==> src/rtl/pipe_ctrl_if.sv <==
// Stall/flush bus between the pipeline stages (master) and the pipe_ctrl controller (slave).
// Carries stall requests, the flush handshake, and the controller's status counters.
interface pipe_ctrl_if #(
   parameter int STAGES = 5,
   parameter int CNT_W  = 32
);
   localparam int SW = $clog2(STAGES);

   logic              rdy_in;
   logic [STAGES-1:0] stall_req;
   logic              flush_req;
   logic [SW-1:0]     flush_stage;
   logic              flush_ack;
   logic [STAGES-1:0] stall;
   logic [STAGES-1:0] flush;
   logic [CNT_W-1:0]  stall_cycles;
   logic [CNT_W-1:0]  flush_count;
   logic              hang;

   modport master (
      output rdy_in, stall_req, flush_req, flush_stage,
      input  flush_ack, stall, flush, stall_cycles, flush_count, hang
   );

   modport slave (
      input  rdy_in, stall_req, flush_req, flush_stage,
      output flush_ack, stall, flush, stall_cycles, flush_count, hang
   );
endinterface

==> src/rtl/pipe_ctrl.sv <==
// Stall/flush controller for an in-order pipeline: thermometer stalls, acked flushes with an
// IF flush hold, saturating performance counters and a sticky hang watchdog.
module pipe_ctrl #(
   parameter int STAGES     = 5,
   parameter int FLUSH_HOLD = 2,
   parameter int CNT_W      = 32,
   parameter int TIMEOUT    = 1024
) (
   input logic        clk_in,
   input logic        rst_in,
   pipe_ctrl_if.slave bus
);
   localparam int HC_W = 4;
   localparam int WD_W = $clog2(TIMEOUT + 1);

   typedef enum logic {IDLE, HOLD} state_t;

   state_t            state_q, state_d;
   logic [HC_W-1:0]   holdCnt_q, holdCnt_d;
   logic [CNT_W-1:0]  stallCycles_q, stallCycles_d;
   logic [CNT_W-1:0]  flushCount_q, flushCount_d;
   logic [WD_W-1:0]   wdogCnt_q, wdogCnt_d;
   logic              hang_q, hang_d;

   logic [STAGES-1:0] thermo;
   logic [STAGES-1:0] youngerMask;
   logic [STAGES-1:0] flushVec;
   logic [STAGES-1:0] flushOut;
   logic [STAGES-1:0] stallOut;
   logic              active;
   logic              anyReq;
   logic              blocked;
   logic              validStage;
   logic              accept;
   logic              run;

   // Thermometer stall plus the stage masks used to decide whether a flush may be accepted.
   always_comb begin
      run         = 1'b0;
      thermo      = '0;
      youngerMask = '0;
      for (int j = STAGES - 1; j >= 0; j--) begin
         run       = run | bus.stall_req[j];
         thermo[j] = run;
      end
      for (int j = 0; j < STAGES; j++) begin
         youngerMask[j] = (j < int'(bus.flush_stage));
      end
      active     = bus.rdy_in & ~rst_in;
      anyReq     = |bus.stall_req;
      blocked    = |(bus.stall_req & ~youngerMask);
      validStage = (bus.flush_stage != '0) && (int'(bus.flush_stage) < STAGES);
      accept     = bus.flush_req & active & ~blocked;
      flushVec   = (accept && validStage) ? youngerMask : '0;
   end

   // Flushes override stalls of the same stage; a pause or reset freezes everything to full stall.
   always_comb begin
      flushOut = '0;
      stallOut = '1;
      if (active) begin
         flushOut    = flushVec;
         flushOut[0] = flushVec[0] | (state_q == HOLD);
         stallOut    = thermo & ~flushOut;
      end
   end

   assign bus.stall        = stallOut;
   assign bus.flush        = flushOut;
   assign bus.flush_ack    = accept;
   assign bus.stall_cycles = stallCycles_q;
   assign bus.flush_count  = flushCount_q;
   assign bus.hang         = hang_q;

   // Next-state for the hold FSM, counters and watchdog; nothing moves on a paused cycle.
   always_comb begin
      state_d       = state_q;
      holdCnt_d     = holdCnt_q;
      stallCycles_d = stallCycles_q;
      flushCount_d  = flushCount_q;
      wdogCnt_d     = wdogCnt_q;
      hang_d        = hang_q;
      if (active) begin
         if (accept && validStage && (FLUSH_HOLD > 1)) begin
            state_d   = HOLD;
            holdCnt_d = HC_W'(FLUSH_HOLD - 1);
         end else if (state_q == HOLD) begin
            if (holdCnt_q <= HC_W'(1)) begin
               state_d   = IDLE;
               holdCnt_d = '0;
            end else begin
               holdCnt_d = holdCnt_q - HC_W'(1);
            end
         end
         if (anyReq && (stallCycles_q != '1)) begin
            stallCycles_d = stallCycles_q + CNT_W'(1);
         end
         if (accept && (flushCount_q != '1)) begin
            flushCount_d = flushCount_q + CNT_W'(1);
         end
         if (!anyReq) begin
            wdogCnt_d = '0;
         end else if (wdogCnt_q != WD_W'(TIMEOUT)) begin
            wdogCnt_d = wdogCnt_q + WD_W'(1);
         end
         if (wdogCnt_d == WD_W'(TIMEOUT)) begin
            hang_d = 1'b1;
         end
      end
   end

   always_ff @(posedge clk_in) begin
      if (rst_in) begin
         state_q       <= IDLE;
         holdCnt_q     <= '0;
         stallCycles_q <= '0;
         flushCount_q  <= '0;
         wdogCnt_q     <= '0;
         hang_q        <= 1'b0;
      end else begin
         state_q       <= state_d;
         holdCnt_q     <= holdCnt_d;
         stallCycles_q <= stallCycles_d;
         flushCount_q  <= flushCount_d;
         wdogCnt_q     <= wdogCnt_d;
         hang_q        <= hang_d;
      end
   end
endmodule

==> src/flat_wrapper.sv <==
// flat-port wrapper written by rule: the top's interface ports become plain ports
module pipe_ctrl_flat 
#(
   parameter int STAGES     = 5,
   parameter int FLUSH_HOLD = 2,
   parameter int CNT_W      = 32,
   parameter int TIMEOUT    = 1024
)
  (clk_in, rst_in, bus_rdy_in, bus_stall_req, bus_flush_req, bus_flush_stage, bus_flush_ack, bus_stall, bus_flush, bus_stall_cycles, bus_flush_count, bus_hang);
  pipe_ctrl_if #(.STAGES(STAGES), .CNT_W(CNT_W)) bus_i ();
  input logic clk_in;
  input logic rst_in;
  input wire logic [$bits(bus_i.rdy_in)-1:0] bus_rdy_in;
  input wire logic [$bits(bus_i.stall_req)-1:0] bus_stall_req;
  input wire logic [$bits(bus_i.flush_req)-1:0] bus_flush_req;
  input wire logic [$bits(bus_i.flush_stage)-1:0] bus_flush_stage;
  output wire logic [$bits(bus_i.flush_ack)-1:0] bus_flush_ack;
  output wire logic [$bits(bus_i.stall)-1:0] bus_stall;
  output wire logic [$bits(bus_i.flush)-1:0] bus_flush;
  output wire logic [$bits(bus_i.stall_cycles)-1:0] bus_stall_cycles;
  output wire logic [$bits(bus_i.flush_count)-1:0] bus_flush_count;
  output wire logic [$bits(bus_i.hang)-1:0] bus_hang;
  assign bus_i.rdy_in = bus_rdy_in;
  assign bus_i.stall_req = bus_stall_req;
  assign bus_i.flush_req = bus_flush_req;
  assign bus_i.flush_stage = bus_flush_stage;
  assign bus_flush_ack = bus_i.flush_ack;
  assign bus_stall = bus_i.stall;
  assign bus_flush = bus_i.flush;
  assign bus_stall_cycles = bus_i.stall_cycles;
  assign bus_flush_count = bus_i.flush_count;
  assign bus_hang = bus_i.hang;
  pipe_ctrl #(.STAGES(STAGES), .FLUSH_HOLD(FLUSH_HOLD), .CNT_W(CNT_W), .TIMEOUT(TIMEOUT)) u_core (.clk_in(clk_in), .rst_in(rst_in), .bus(bus_i));
endmodule
==> config.mk <==
export PLATFORM = sky130hd
export DESIGN_NAME = pipe_ctrl_flat
export DESIGN_NICKNAME = d
export VERILOG_FILES = /design/src/rtl/pipe_ctrl_if.sv /design/src/rtl/pipe_ctrl.sv /design/src/flat_wrapper.sv
export SDC_FILE = /design/constraint.sdc
export NUM_CORES = 1
export LEC_CHECK = 0
export BUFFER_PORTS_ARGS = -buffer_cell sky130_fd_sc_hd__clkbuf_2
export CAP_MARGIN = 20
export CORE_ASPECT_RATIO = 1.75
export CORE_UTILIZATION = 55
export DETAILED_ROUTE_END_ITERATION = 7
export GPL_TIMING_DRIVEN = 0
export MAX_ROUTING_LAYER = met4
export PLACE_DENSITY = 0.84
export SKIP_CTS_REPAIR_TIMING = 1
export SLEW_MARGIN = 0
export SYNTH_ARGS = -nofsm -noshare
export SYNTH_HDL_FRONTEND = slang
export SYNTH_SLANG_ARGS = --single-unit
==> constraint.sdc <==
create_clock -name clk_in -period 2.85 [get_ports clk_in]
set_input_delay 0.57 -clock clk_in [delete_from_list [all_inputs] [get_ports clk_in]]
set_output_delay 0.57 -clock clk_in [all_outputs]
set_load 0.02 [all_outputs]
# Word-level counts from Yosys, hierarchy flattened
# Index checks and enable logic that the tools add are counted.
# W data, S select, Z words.
# totals
output_inout_bits,76
reg_bits,81
# classes
eq_ne,4
n_addsub,4
n_reduce_logical,12
muxes,12
n_bitwise,14
n_lt_le_gt_ge,7
# op_table
cell,n
$add A32 B1 Y32 const B,2
$ne A32 B32 Y1 const B,2
$mux W11,3
$mux W5,3
$mux W4,3
$add A11 B1 Y11 const B,1
$eq A11 B11 Y1 const B,1
$ne A11 B11 Y1 const B,1
$and A5 B5 Y5,2
$not A5 Y5,2
$reduce_or A5 Y1,2
$reduce_and A2 Y1,4
$lt A1 B3 Y1 const A,2
$lt A2 B3 Y1 const A,2
$or A1 B1 Y1,5
$le A4 B1 Y1 const B,1
$logic_and A1 B1 Y1,4
$sub A4 B1 Y4 const B,1
$and A1 B1 Y1,3
$lt A3 B3 Y1 const A,1
$lt A3 B3 Y1 const B,1
$mux W1,3
$reduce_bool A3 Y1,1
$not A1 Y1,2
$reduce_bool A2 Y1,1

# Depth between registers and ports, before layout
# Gate-level depths: netlist (run 1).
# logic_depth
word_depth,12
mapped_depth,9
mapped_depth_nobuf,8

# Worst setup path before layout (run 1)
# No wires, ideal clock.
# synth_timing
path_type,input -> output
startpoint,input rst_in
endpoint,output bus_stall[1]
path_stages,9
arrival_time_ps,2205
n_path_buf,3
slack_ps,75
t_required_ps,2280
path_cell_list,clkbuf_1 nor2b_1 buf_2 and3_1 nand2_1 clkbuf_1 inv_1 nand2_1 o32a_1
# synth_between
elab_chain_cells,9
# synth_lines
item,line,rtl
start: declaration,flat_wrapper.sv:12,input logic rst_in;
$not A1 Y1,pipe_ctrl.sv:49,active = bus.rdy_in & ~rst_in;
$and A1 B1 Y1,pipe_ctrl.sv:49,
$and A1 B1 Y1 (2 in series),pipe_ctrl.sv:53,accept = bus.flush_req & active & ~blocked;
net bus_flush_ack,flat_wrapper.sv:17,output wire logic [$bits(bus_i.flush_ack)-1:0] bus_flush_ack;
$logic_and A1 B1 Y1,pipe_ctrl.sv:54,flushVec = (accept && validStage) ? youngerMask : '0;
$mux W5,pipe_ctrl.sv:54,
$not A5 Y5,pipe_ctrl.sv:64,stallOut = thermo & ~flushOut;
$and A5 B5 Y5,pipe_ctrl.sv:64,
$mux W5,pipe_ctrl.sv:61,if (active) begin
end: declaration,flat_wrapper.sv:18,output wire logic [$bits(bus_i.stall)-1:0] bus_stall;
# The timed path passes the listed nets, and every way through them passes these cells.

# Worst setup path after layout (run 1)
# layout_timing
startpoint,input rst_in
endpoint,output bus_stall[1]
# layout_between
elab_chain_cells,9
# layout_lines
item,line
$not A1 Y1 (*),pipe_ctrl.sv:49
$and A1 B1 Y1 (*),pipe_ctrl.sv:49
$and A1 B1 Y1 (2 in series),pipe_ctrl.sv:53
$logic_and A1 B1 Y1,pipe_ctrl.sv:54
$mux W5,pipe_ctrl.sv:54
$not A5 Y5,pipe_ctrl.sv:64
$and A5 B5 Y5,pipe_ctrl.sv:64
$mux W5 (*),pipe_ctrl.sv:61
# Mark *: on every way between the ends. The rest lies on a longest branch, timed or not.

==> summary.md, run 1 <==
| Metric | Value |
|---|---|
| Status | complete, no violations |
| Syn Area/Cell | 7.927 um^2 |
| Hold WC Path Type | flop to flop |
| Post-synth ARST share | 0% |
| Synth cell count leaders | dfxtp_1 (81), nor2_1 (62), nand2_1 (44), a21oi_1 (42) |
| I/O pins | 88 |
| Post-synthesis instance total | between 500 and 600 |
| Final Instance Count excl. Fillers | approximately 740 |
| Crit Path Max Fanout | 15 |
| Worst R2R Setup Slack | 0.43 ns |
| Mapped Nets | approximately 570 |
| CTS tree | built |
| Worst hold start | u_core.bus.hang |
| Endpoints failing hold | 0 |
| CP Data Arrival Time | between 2 and 2.5 ns |
| Slew margin rel. | ~53% |
| Yosys reg bits | between 80 and 90 |
| Average wire per standard cell | between 15 and 20 um |
| Share of the core filled with cells | between 60% and 70% |
| Peak VDD IR | around 0.39 mV |
| Final Skew | 0.007503 ns |
| Mapped Area | roughly 4400 um^2 |
| RePlAce Congestion | 0.9318 |
| Hold depth | 2 |
| Worst skew pair latency | 0.34 ns |
| Pin count of the biggest net entering global routing | 16 |
| Drt drc | 0 |
| Critical path's largest stage delay | about 0.28 ns |
| H-tree depth | 3 |
| Die Ht | approximately 120 um |
| Die area | 8374 um^2 |
| Root buffer cell | clkbuf_16 |
| Area leader, netlist | dfxtp_1 |
| ANT nets after route | 0 |
| CTS Buffer Depth | 2 |
| Routed via count | 4500 |
| RR Startpoint | u_core.bus.flush_count[10] |
| Top cell type's share of synthesized area | around 37% |
| Pins over their slew limit | 0 |
| ANT cells | 0 |
| Drt first pass iters | 4 |
| Reg2reg path depth | 7 |
| Initial Util | a little under three fifths |
| Final TNS setup | 0 ns |
| Share of layout cells above drive strength 1 | 20.00% |
| Area Growth Syn to Fin | 20.36% |
| Core Area | between 7000 and 8000 um^2 |
| Area of the multi-input gates | between 2000 and 3000 um^2 |
| Post-synth cell types | 57 |
| DRT iter0 DRCs | between 200 and 300 |
| GRT overflow | 0 |
| Reg2Reg Capture Point | u_core.bus.flush_count[30] |
| Worst Tran Pin Value | around 0.7 ns |
| Crit path launch | rst_in |
| Power per cell area | a little under 500 nW/um^2 |
| Final period utilization | a little over nine tenths |
| RSZ-0062 raised after global routing | no |
| Top_reg_cell synth | dfxtp_1 |
| Vias in the first global route | 4212 |
| Crit path kind | input pin to output port |
| Sequential element share of the synthesized area | between 30% and 40% |
| Setup violators final | 0 |
| Die width | between 60 and 70 um |
| F_max | 0.3666 GHz |
| WHS | approximately 0.48 ns |
| Num rows | between 40 and 50 |
| Most common cell in the netlist | dfxtp_1 |
| Inserted Clock Buffers | 9 |
| Fill cells | roughly 660 |
| Cell count after placement | 728 |
| Routed WL | approximately 12 mm |
| Register Area | 1622 um^2 |
| Total GRT Usage | a little under 30% |
| Worst-path cell chain | clkbuf_2 -> nor2b_1 -> buf_2 -> and3_2 -> nand2_4 -> inv_1 -> nand2_2 -> o32a_1 -> clkbuf_2 |
| CP Launch Type | input pin |
| Worst Path Required | about 2.3 ns |
| EDFF count, synth | 0 |
| Clock Sinks | 81 |
| Crit-path most repeated cell | clkbuf_2 |
| Register clock-pin slew on the reported worst setup and hold paths | roughly 0.06 ns |
| Leakage power | around 2 nW |
| Vias/cell | 6.057 |
| PortBufs | between 80 and 90 |
| Initial antenna violation count | 0 |
| Max-cap violations | 0 |
| Clock period minus worst slack | approximately 2.7 ns |
| Crit. End Element | output port |
| Synth warnings | 0 |
| Worst path slowest cell | and3_2 |
| WHS Endpoint | u_core.bus.hang |
| First-pass GRT wire length | ~19 mm |
| Fin nets | about 670 |
| Dpl hpwl | ~8.8 mm |
| Top cells by area, synth | dfxtp_1 (37%), nor2_1 (5.3%), a21oi_1 (4.8%) |
==> stage by stage <==
stage	cell area [um^2]	power [W]	setup slack [ns]
after global routing	5295	0.002704	0.03557
after CTS	5284	0.002640	-0.4996
final	5295	0.002632	0.1224
after global placement	4935	0.001294	-0.4698
after detailed placement	4935	0.001297	-0.4970
after floorplan	4399	0.001251	0.07495
==> area by class of cell <==
class	count	share of cell area, %
well taps	88	2.079
flip-flops and latches	81	30.62
repair buffers	85	8.034
plain buffers	25	2.079
clock inverters	7	2.339
clock buffers	9	4.253
multi-input cells	428	49.17
inverters	20	1.418
==> sequential cells by signal, indices dropped and copies added, names as in the netlist <==
signal                   count
u_core.state_q               1
u_core.bus.stall_cycles     32
u_core.holdCnt_q             4
u_core.wdogCnt_q            11
u_core.bus.flush_count      32
u_core.bus.hang              1
==> metal layers <==
metal	wire length, um	share of wire, %	track usage [%]	up-vias
met5	0	0	-	-
met2	6168	53	52.85	138
met1	4642	40	30.10	2138
li1	-	-	-	2200
met4	299	2.6	14.03	0
met3	454	3.9	3.917	24
==> cell families after synthesis <==
family,Yosys count,share of synthesized area (%)
other cells,1,0.08524
simple gates,276,34.07
mux,8,1.962
buf+inv,46,4.266
fa+ha+maj,6,1.706
xor+xnor,31,6.172
compound gates,106,14.88
flops,81,36.86
==> worst max path at each step <==
stage / end / cells after the start / slack [ns]
3_5_place_dp: bus_stall[1] / 10 / -0.50
2_1_floorplan: bus_stall[1] / 9 / 0.07
6_report: bus_stall[1] / 9 / 0.12
5_1_grt: bus_stall[1] / 9 / 0.04
3_3_place_gp: bus_stall[1] / 10 / -0.47
4_1_cts: bus_stall[1] / 10 / -0.50
==> critical path, delay by kind of cell <==
kind                   cells  cell delay (ns)
AO/OA/AOI/OAI              1             0.19
buffers and inverters      4             0.73
AND/OR/NAND/NOR            4             0.65
==> placed cells by master (no fill, tap or decap), drive strengths merged, types with 3 or more instances in the layout <==
cell type  synthesis  layout
or4               13      13
and4               7       7
buf                5       5
clkbuf            21     114
a22oi              4       4
nand3             29      29
and2               5       5
nand2b             4       4
bufinv             0       3
ha                 6       6
or3               23      23
o21ai             27      27
nand4             18      18
nor2              62      62
a31o               3       3
o31ai             12      12
dfxtp             81      81
xor2               8       8
o211ai             3       3
nor4b              4       4
nor2b              8       8
nor4               8       8
nor3              27      27
mux2               5       5
a21oi             42      42
mux2i              3       3
inv               20      23
nand2             44      44
xnor2             23      23
and3              17      17
==> where the power goes <==
group          internal (W)  switching, W  leakage, nW
Sequential          0.00114    0.00000701        0.653
Clock              0.000865      0.000493        0.167
Combinational     0.0000403     0.0000889         1.16
Power figures use the tool's default switching activity.
==> inputs of run 2 (changes only) <==
Settings changed: BUFFER_PORTS_ARGS -buffer_cell sky130_fd_sc_hd__clkbuf_2 to -buffer_cell sky130_fd_sc_hd__buf_2.
==> run 2 against run 1 <==
Against the previous run:
- fmax is 0.61% higher
- sequential power hardly changed
- worst hold slack worse by 0.011 ns
- clock power is 13% lower
- routed wire length is 0.97% higher
- global-route usage is 0.21 points higher
- critical path type unchanged
- non-clock buffer count stayed put
- count of clock-buffer cells in the layout is 3 higher
- clock skew is 0.0036 ns higher
- utilization is 0.54 points lower
==> summary.md, run 2 (same netlist as run 1, synthesis figures left out) <==
| Metric | Value |
|---|---|
| Routed WL | 11.68 mm (+0.97%) |
| Hold WC Path Type | flop to flop |
| Fin nets | 668 (unchanged) |
| Fill cells | 673 (+2.6%) |
| Register clock-pin slew on the reported worst setup and hold paths | 0.06 ns (about the same) |
| Hold depth | 2 (unchanged) |
| Final Skew | 0.01108 ns (+0.003577 ns) |
| Design Area, Final | 5254 um^2 (-0.78%) |
| CTS tree | built |
| Slew margin rel. | 51.97% (-0.90 points) |
| Pin count of the biggest net entering global routing | 14 (-2) |
| Num rows | 42 (unchanged) |
| Initial antenna violation count | 0 (unchanged) |
| Drt drc | 0 (unchanged) |
| Dpl hpwl | 8.737 mm (-0.44%) |
| Switching power | 0.0005538 W (-6.0%) |
| ANT cells | 0 (unchanged) |
| Reg2reg path depth | 7 (unchanged) |
| Endpoints failing hold | 0 (unchanged) |
| CP Launch Type | input pin |
| Global Route met2 Usage | 51.15% (-1.7 points) |
| Worst R2R Setup Slack | 0.45 ns (+0.02 ns) |
| Seq pwr share | 46.6% (+3.1 points) |
| ANT nets after route | 0 (unchanged) |
| Share of layout cells above drive strength 1 | 19.69% (-0.31 points) |
| Crit. End Element | output port |
| Die Ht | 120.3 um (unchanged) |
| H-tree depth | 3 (unchanged) |
| Critical path's largest stage delay | 0.27 ns (about the same) |
| Average wire per standard cell | 15.71 um (+0.97%) |
| Vias in the first global route | 4216 (+0.095%) |
| Power per cell area | 468.1 nW/um^2 (-5.8%) |
| Leakage power | 2.021 nW (+2.0%) |
| Clock Sinks | 81 (unchanged) |
| Crit path kind | input pin to output port |
| Total power | 0.002459 W (-6.6%) |
| CTS Buffer Depth | 2 (unchanged) |
| Initial Util | 57.34% (unchanged) |
| PortBufs | 85 (unchanged) |
| CP Data Arrival Time | 2.14 ns (-0.02 ns) |
| Delay-heaviest family, CP | buffers and inverters |
| Worst-path cell chain | clkbuf_2 -> nor2b_1 -> clkbuf_4 -> and3_2 -> nand2_4 -> inv_1 -> nand2_2 -> o32a_1 -> buf_2 |
| Share of the core filled with cells | 68.48% (-0.54 points) |
| GRT overflow | 0 (unchanged) |
| RePlAce Congestion | 0.9384 (+0.71%) |
| Gr busiest metal | met2 |
| Final period utilization | 95.13% (-0.58 points) |
| Worst skew pair latency | 0.34 ns (about the same) |
| Worst Tran Pin Value | 0.7171 ns (+0.01559 ns) |
| Peak VDD IR | 0.3710 mV (-5.9%) |
| I/O pins | 88 (unchanged) |
| Clock network fraction of total power | 48.2% (-3.4 points) |
| Status | complete, no violations |
| RSZ-0062 raised after global routing | no |
| Worst hold start | u_core.bus.hang |
| Int Pwr | 0.001905 W (-6.8%) |
| Worst path slowest cell | and3_2 |
| First-pass GRT wire length | 19.32 mm (+1.2%) |
| F_max | 0.3688 GHz (+0.61%) |
| Routed via count | 4558 (+1.3%) |
| Vias/cell | 6.135 (+1.3%) |
| GR Util met3 | 4.667% (+0.75 points) |
| Most frequent cells in the layout | buf_2 (87), dfxtp_1 (81), nor2_1 (62) |
| Inserted Clock Buffers | 9 (unchanged) |
| RR Startpoint | u_core.bus.flush_count[10] |
| Pins over their slew limit | 0 (unchanged) |
| Pre-CTS setup slack | -0.4280 ns (+0.06894 ns) |
| DRT iter0 DRCs | 369 (+33%) |
| Comb power frac | 5.3% (+0.4 points) |
| Met1 Usage GRT | 30.35% (+0.26 points) |
| Core Area | 7672 um^2 (unchanged) |
| Drt first pass iters | 5 (+1) |
| Area Growth Syn to Fin | 19.43% |
| Worst Path Required | 2.28 ns (about the same) |
| Max-cap violations | 0 (unchanged) |
| Worst Slack Setup Final | 0.1388 ns (+0.01642 ns) |
| Net Sw Frac | 22.52% (+0.15 points) |
| Crit Path Max Fanout | 15 (unchanged) |
| Reg2Reg Capture Point | u_core.bus.flush_count[30] |
| Die width | 69.61 um (unchanged) |
| Setup violators final | 0 (unchanged) |
| WHS | 0.4697 ns (-0.01141 ns) |
| Die area | 8374 um^2 (unchanged) |
| Root buffer cell | clkbuf_16 |
| Crit path buf inv count | 4 (unchanged) |
| Commonest non-fill, non-tap cell in the layout | buf_2 |
| WHS Endpoint | u_core.bus.hang |
| Placed Area | 4935 um^2 (unchanged) |
| Total GRT Usage | 29.13% (+0.21 points) |
| Clock period minus worst slack | 2.711 ns (-0.01642 ns) |
[run 2: cell count changes in the layout (fill, tap and decap cells not counted)]
cell / change
clkbuf_4: +1
nor2_1: +1
inv_6: -3
clkbuf_8: +2
clkinv_2: +1
bufinv_16: -2
clkinv_4: +1
clkbuf_2: -85
clkbuf_1: +1
buf_2: +84
nor2_2: -1
[run 2: power groups by stage]
| stage | clock network [W] | registers (W) | logic (W) |
|---|---|---|---|
| 2_1_floorplan | 0 | 0.00117 | 0.0000794 |
| 3_3_place_gp | 0 | 0.00117 | 0.000124 |
| 3_5_place_dp | 0 | 0.00117 | 0.000126 |
| 4_1_cts | 0.00120 | 0.00114 | 0.000127 |
| 5_1_grt | 0.00125 | 0.00115 | 0.000142 |
| 6_report | 0.00118 | 0.00114 | 0.000129 |
[run 2: final cells by class]
cell class | instances | area, um^2 | share of cell area (%)
Multi-Input combinational cell | 428 | 2601 | 49.51
Sequential cell | 81 | 1622 | 30.86
Timing Repair Buffer | 85 | 425.4 | 8.097
Clock buffer | 12 | 256.5 | 4.882
Buffer | 25 | 112.6 | 2.143
Tap cell | 88 | 110.1 | 2.096
Inverter | 20 | 75.07 | 1.429
Clock inverter | 4 | 51.30 | 0.9764
[run 2: worst reg2reg max path, cell delays in order (launching register included)]
cell and delay [ns]:
dfxtp_1 0.43, nand4_2 0.23, or2_1 0.30, buf_6 0.14, nor4_4 0.36, nand3_2 0.21, or4_1 0.53, a21oi_1 0.15
[run 2: layer usage]
| layer | vias to the layer above | wire [um] |
|---|---|---|
| li1 | 2195 | - |
| met1 | 2169 | 4612 |
| met2 | 152 | 6047 |
| met3 | 42 | 554 |
| met4 | 0 | 461 |
| met5 | - | 0 |
[run 2: how the worst max path moves through the flow]
stage                       from            to  slack (ns)  depth (start not counted)
after floorplan           rst_in  bus_stall[1]        0.07                          9
after CTS                 rst_in  bus_stall[1]       -0.43                         10
after global placement    rst_in  bus_stall[1]       -0.45                         10
final                     rst_in  bus_stall[1]        0.14                          9
after detailed placement  rst_in  bus_stall[1]       -0.43                         10
after global routing      rst_in  bus_stall[1]        0.05                          9
[run 2: stage by stage]
step | TNS [ns] | std cells
6_report | 0 | 743
4_1_cts | -1.223 | 744
5_1_grt | 0 | 743
2_1_floorplan | 0 | 555
3_5_place_dp | -1.258 | 728
3_3_place_gp | -1.251 | 728
==> inputs of run 3 (changes only) <==
Settings changed: MAX_ROUTING_LAYER met4 to unset.
Clock period 2.85 ns to 2.8 ns, I/O delays scaled along.
==> run 3 against run 2 <==
Against the previous run:
- register-to-register slack lost 0.18 ns
- critical path depth shrank 1
- cell area decreased by 0.57%
- clock skew fell by 0.0038 ns
- power decreased by 2.1%
- utilization decreased by 0.39 points
- largest cell class unchanged
- cell count unchanged
- global-route usage is 0.51 points lower
==> summary.md, run 3 (same netlist as run 1, synthesis figures left out) <==
| Metric | Value |
|---|---|
| Status | complete, no violations |
| Hold WC Path Type | flop to flop |
| Seq pwr share | 48.4% (+1.8 points) |
| Top layer reached by signal wires | met4 |
| Worst Path Required | 2.24 ns (-0.04 ns) |
| ANT cells | 0 (unchanged) |
| Crit-path most repeated cell | buf_2 |
| F_max | approximately 0.37 GHz |
| RePlAce Congestion | 0.9529 (+1.5%) |
| Worst Tran Pin Value | 0.7316 ns (+0.01450 ns) |
| GRT overflow | 0 (unchanged) |
| Comb power frac | 5.5% (+0.2 points) |
| Final Skew | 0.007300 ns (-0.003780 ns) |
| Die width | 69.61 um (unchanged) |
| Final period utilization | 95.31% |
| Final TNS setup | 0 ns (unchanged) |
| Average wire per standard cell | 15.95 um (+1.5%) |
| WHS | 0.4698 ns (+0.0001760 ns) |
| Clock period minus worst slack | approximately 2.7 ns |
| Num rows | 42 (unchanged) |
| Max-cap violations | 0 (unchanged) |
| Met3 wire len | 651 um (+18%) |
| Drt drc | 0 (unchanged) |
| Placed Area | 4935 um^2 (unchanged) |
| DRT iter0 DRCs | 270 (-27%) |
| Wl on met1 | 4.614 mm (about the same) |
| I/O pins | 88 (unchanged) |
| CP Data Arrival Time | 2.11 ns (-0.03 ns) |
| Vias/cell | 6.170 (+0.57%) |
| ANT nets after route | 0 (unchanged) |
| Switching power | 0.0005988 W (+8.1%) |
| Routed WL | 11.85 mm (+1.5%) |
| Initial antenna violation count | 0 (unchanged) |
| Total GRT Usage | 28.63% (-0.51 points) |
| Endpoints failing hold | 0 (unchanged) |
| Inserted Clock Buffers | 9 (unchanged) |
| Root buffer cell | clkbuf_16 |
| Leakage power | 2.009 nW (-0.60%) |
| Crit Path Max Fanout | 15 (unchanged) |
| Clock Sinks | 81 (unchanged) |
| Initial Util | 57.34% (unchanged) |
| RSZ-0062 raised after global routing | no |
| Die Ht | 120.3 um (unchanged) |
| Net Sw Frac | 24.88% (+2.4 points) |
| Routed via count | 4584 (+0.57%) |
| H-tree depth | 3 (unchanged) |
| First-pass GRT wire length | 19.29 mm (-0.18%) |
| Drt first pass iters | 6 (+1) |
| CTS Buffer Depth | 2 (unchanged) |
| Design Area, Final | 5224 um^2 (-0.57%) |
| Total power | 0.002406 W (-2.1%) |
| CTS tree | built |
| Most frequent cells in the layout | buf_2 (87), dfxtp_1 (81), nor2_1 (62) |
| Area Growth Syn to Fin | 18.74% |
| Worst skew pair latency | 0.34 ns (about the same) |
| Setup violators final | 0 (unchanged) |
| Crit. End Element | output port |
| Register clock-pin slew on the reported worst setup and hold paths | 0.06 ns (about the same) |
| Fin nets | 668 (unchanged) |
| Int Pwr | 0.001808 W (-5.1%) |
| Die area | 8374 um^2 (unchanged) |
| PortBufs | 85 (unchanged) |
| CP Launch Type | input pin |
| Vias in the first global route | 4234 (+0.43%) |
| Pin count of the biggest net entering global routing | 16 (+2) |
| Peak VDD IR | 0.3639 mV (-1.9%) |
| Worst-path cell chain | buf_2 -> nor2_1 -> a31o_2 -> nand2_4 -> inv_1 -> nand2_2 -> o32a_1 -> buf_2 |
| Clock network fraction of total power | 46.1% (-2.1 points) |
| Worst path slowest cell | nor2_1 |
| Share of layout cells above drive strength 1 | 19.85% (+0.15 points) |
| Critical path's largest stage delay | 0.38 ns (+0.11 ns) |
| Pins over their slew limit | 0 (unchanged) |
| Fill cells | 671 (-0.30%) |
| Slew margin rel. | 51.15% (-0.82 points) |
| Crit path kind | input pin to output port |
| Power per cell area | 460.7 nW/um^2 (-1.6%) |
| Dpl hpwl | 8.837 mm (+1.2%) |
| Core Area | 7672 um^2 (unchanged) |
| Commonest non-fill, non-tap cell in the layout | buf_2 |
| Share of the core filled with cells | 68.09% (-0.39 points) |
| Met2 Routed Length | 6.169 mm (+2.0%) |
-- run 3: worst max-delay path, delay by kind of cell --
kind,cells,cell delay (ns)
simple gates,3,0.62
compound gates,2,0.50
buf+inv,3,0.44
-- run 3: final timing paths --
| path | from | to | slack, ns | depth (start not counted) |
|---|---|---|---|---|
| worst min register to register | u_core.bus.hang | u_core.bus.hang | 0.47 | 2 |
| worst max register to register | u_core.bus.flush_count[10] | u_core.bus.flush_count[30] | 0.27 | 7 |
| worst min-delay path | u_core.bus.hang | u_core.bus.hang | 0.47 | 2 |
| worst max-delay path | bus_stall_req[4] | bus_stall[1] | 0.13 | 8 |
-- run 3: final cells by class --
| cell class | instances | area [um^2] | area share (%) |
|---|---|---|---|
| Inverter | 20 | 75.07 | 1.437 |
| Multi-Input combinational cell | 428 | 2601 | 49.80 |
| Sequential cell | 81 | 1622 | 31.04 |
| Clock inverter | 7 | 52.55 | 1.006 |
| Timing Repair Buffer | 85 | 425.4 | 8.144 |
| Tap cell | 88 | 110.1 | 2.108 |
| Buffer | 25 | 112.6 | 2.156 |
| Clock buffer | 9 | 225.2 | 4.311 |
-- run 3: per-layer routing --
| metal | up-vias | global-route usage (%) |
|---|---|---|
| met5 | - | 0 |
| met4 | 0 | 17.22 |
| met3 | 30 | 4.667 |
| met2 | 184 | 52.73 |
| met1 | 2162 | 29.87 |
| li1 | 2208 | - |
-- run 3: power groups by stage --
stage	Sequential (W)	Clock, W	Combinational, W
6_report	0.00117	0.00111	0.000132
2_1_floorplan	0.00119	0	0.0000808
4_1_cts	0.00117	0.00112	0.000130
5_1_grt	0.00117	0.00117	0.000145
3_5_place_dp	0.00119	0	0.000129
3_3_place_gp	0.00119	0	0.000126
-- run 3: per-stage QoR --
step	std cells	worst slack [ns]
after detailed placement	728	-0.4348
final	743	0.1314
after global placement	728	-0.4235
after floorplan	555	0.04495
after CTS	744	-0.4414
after global routing	743	0.05438
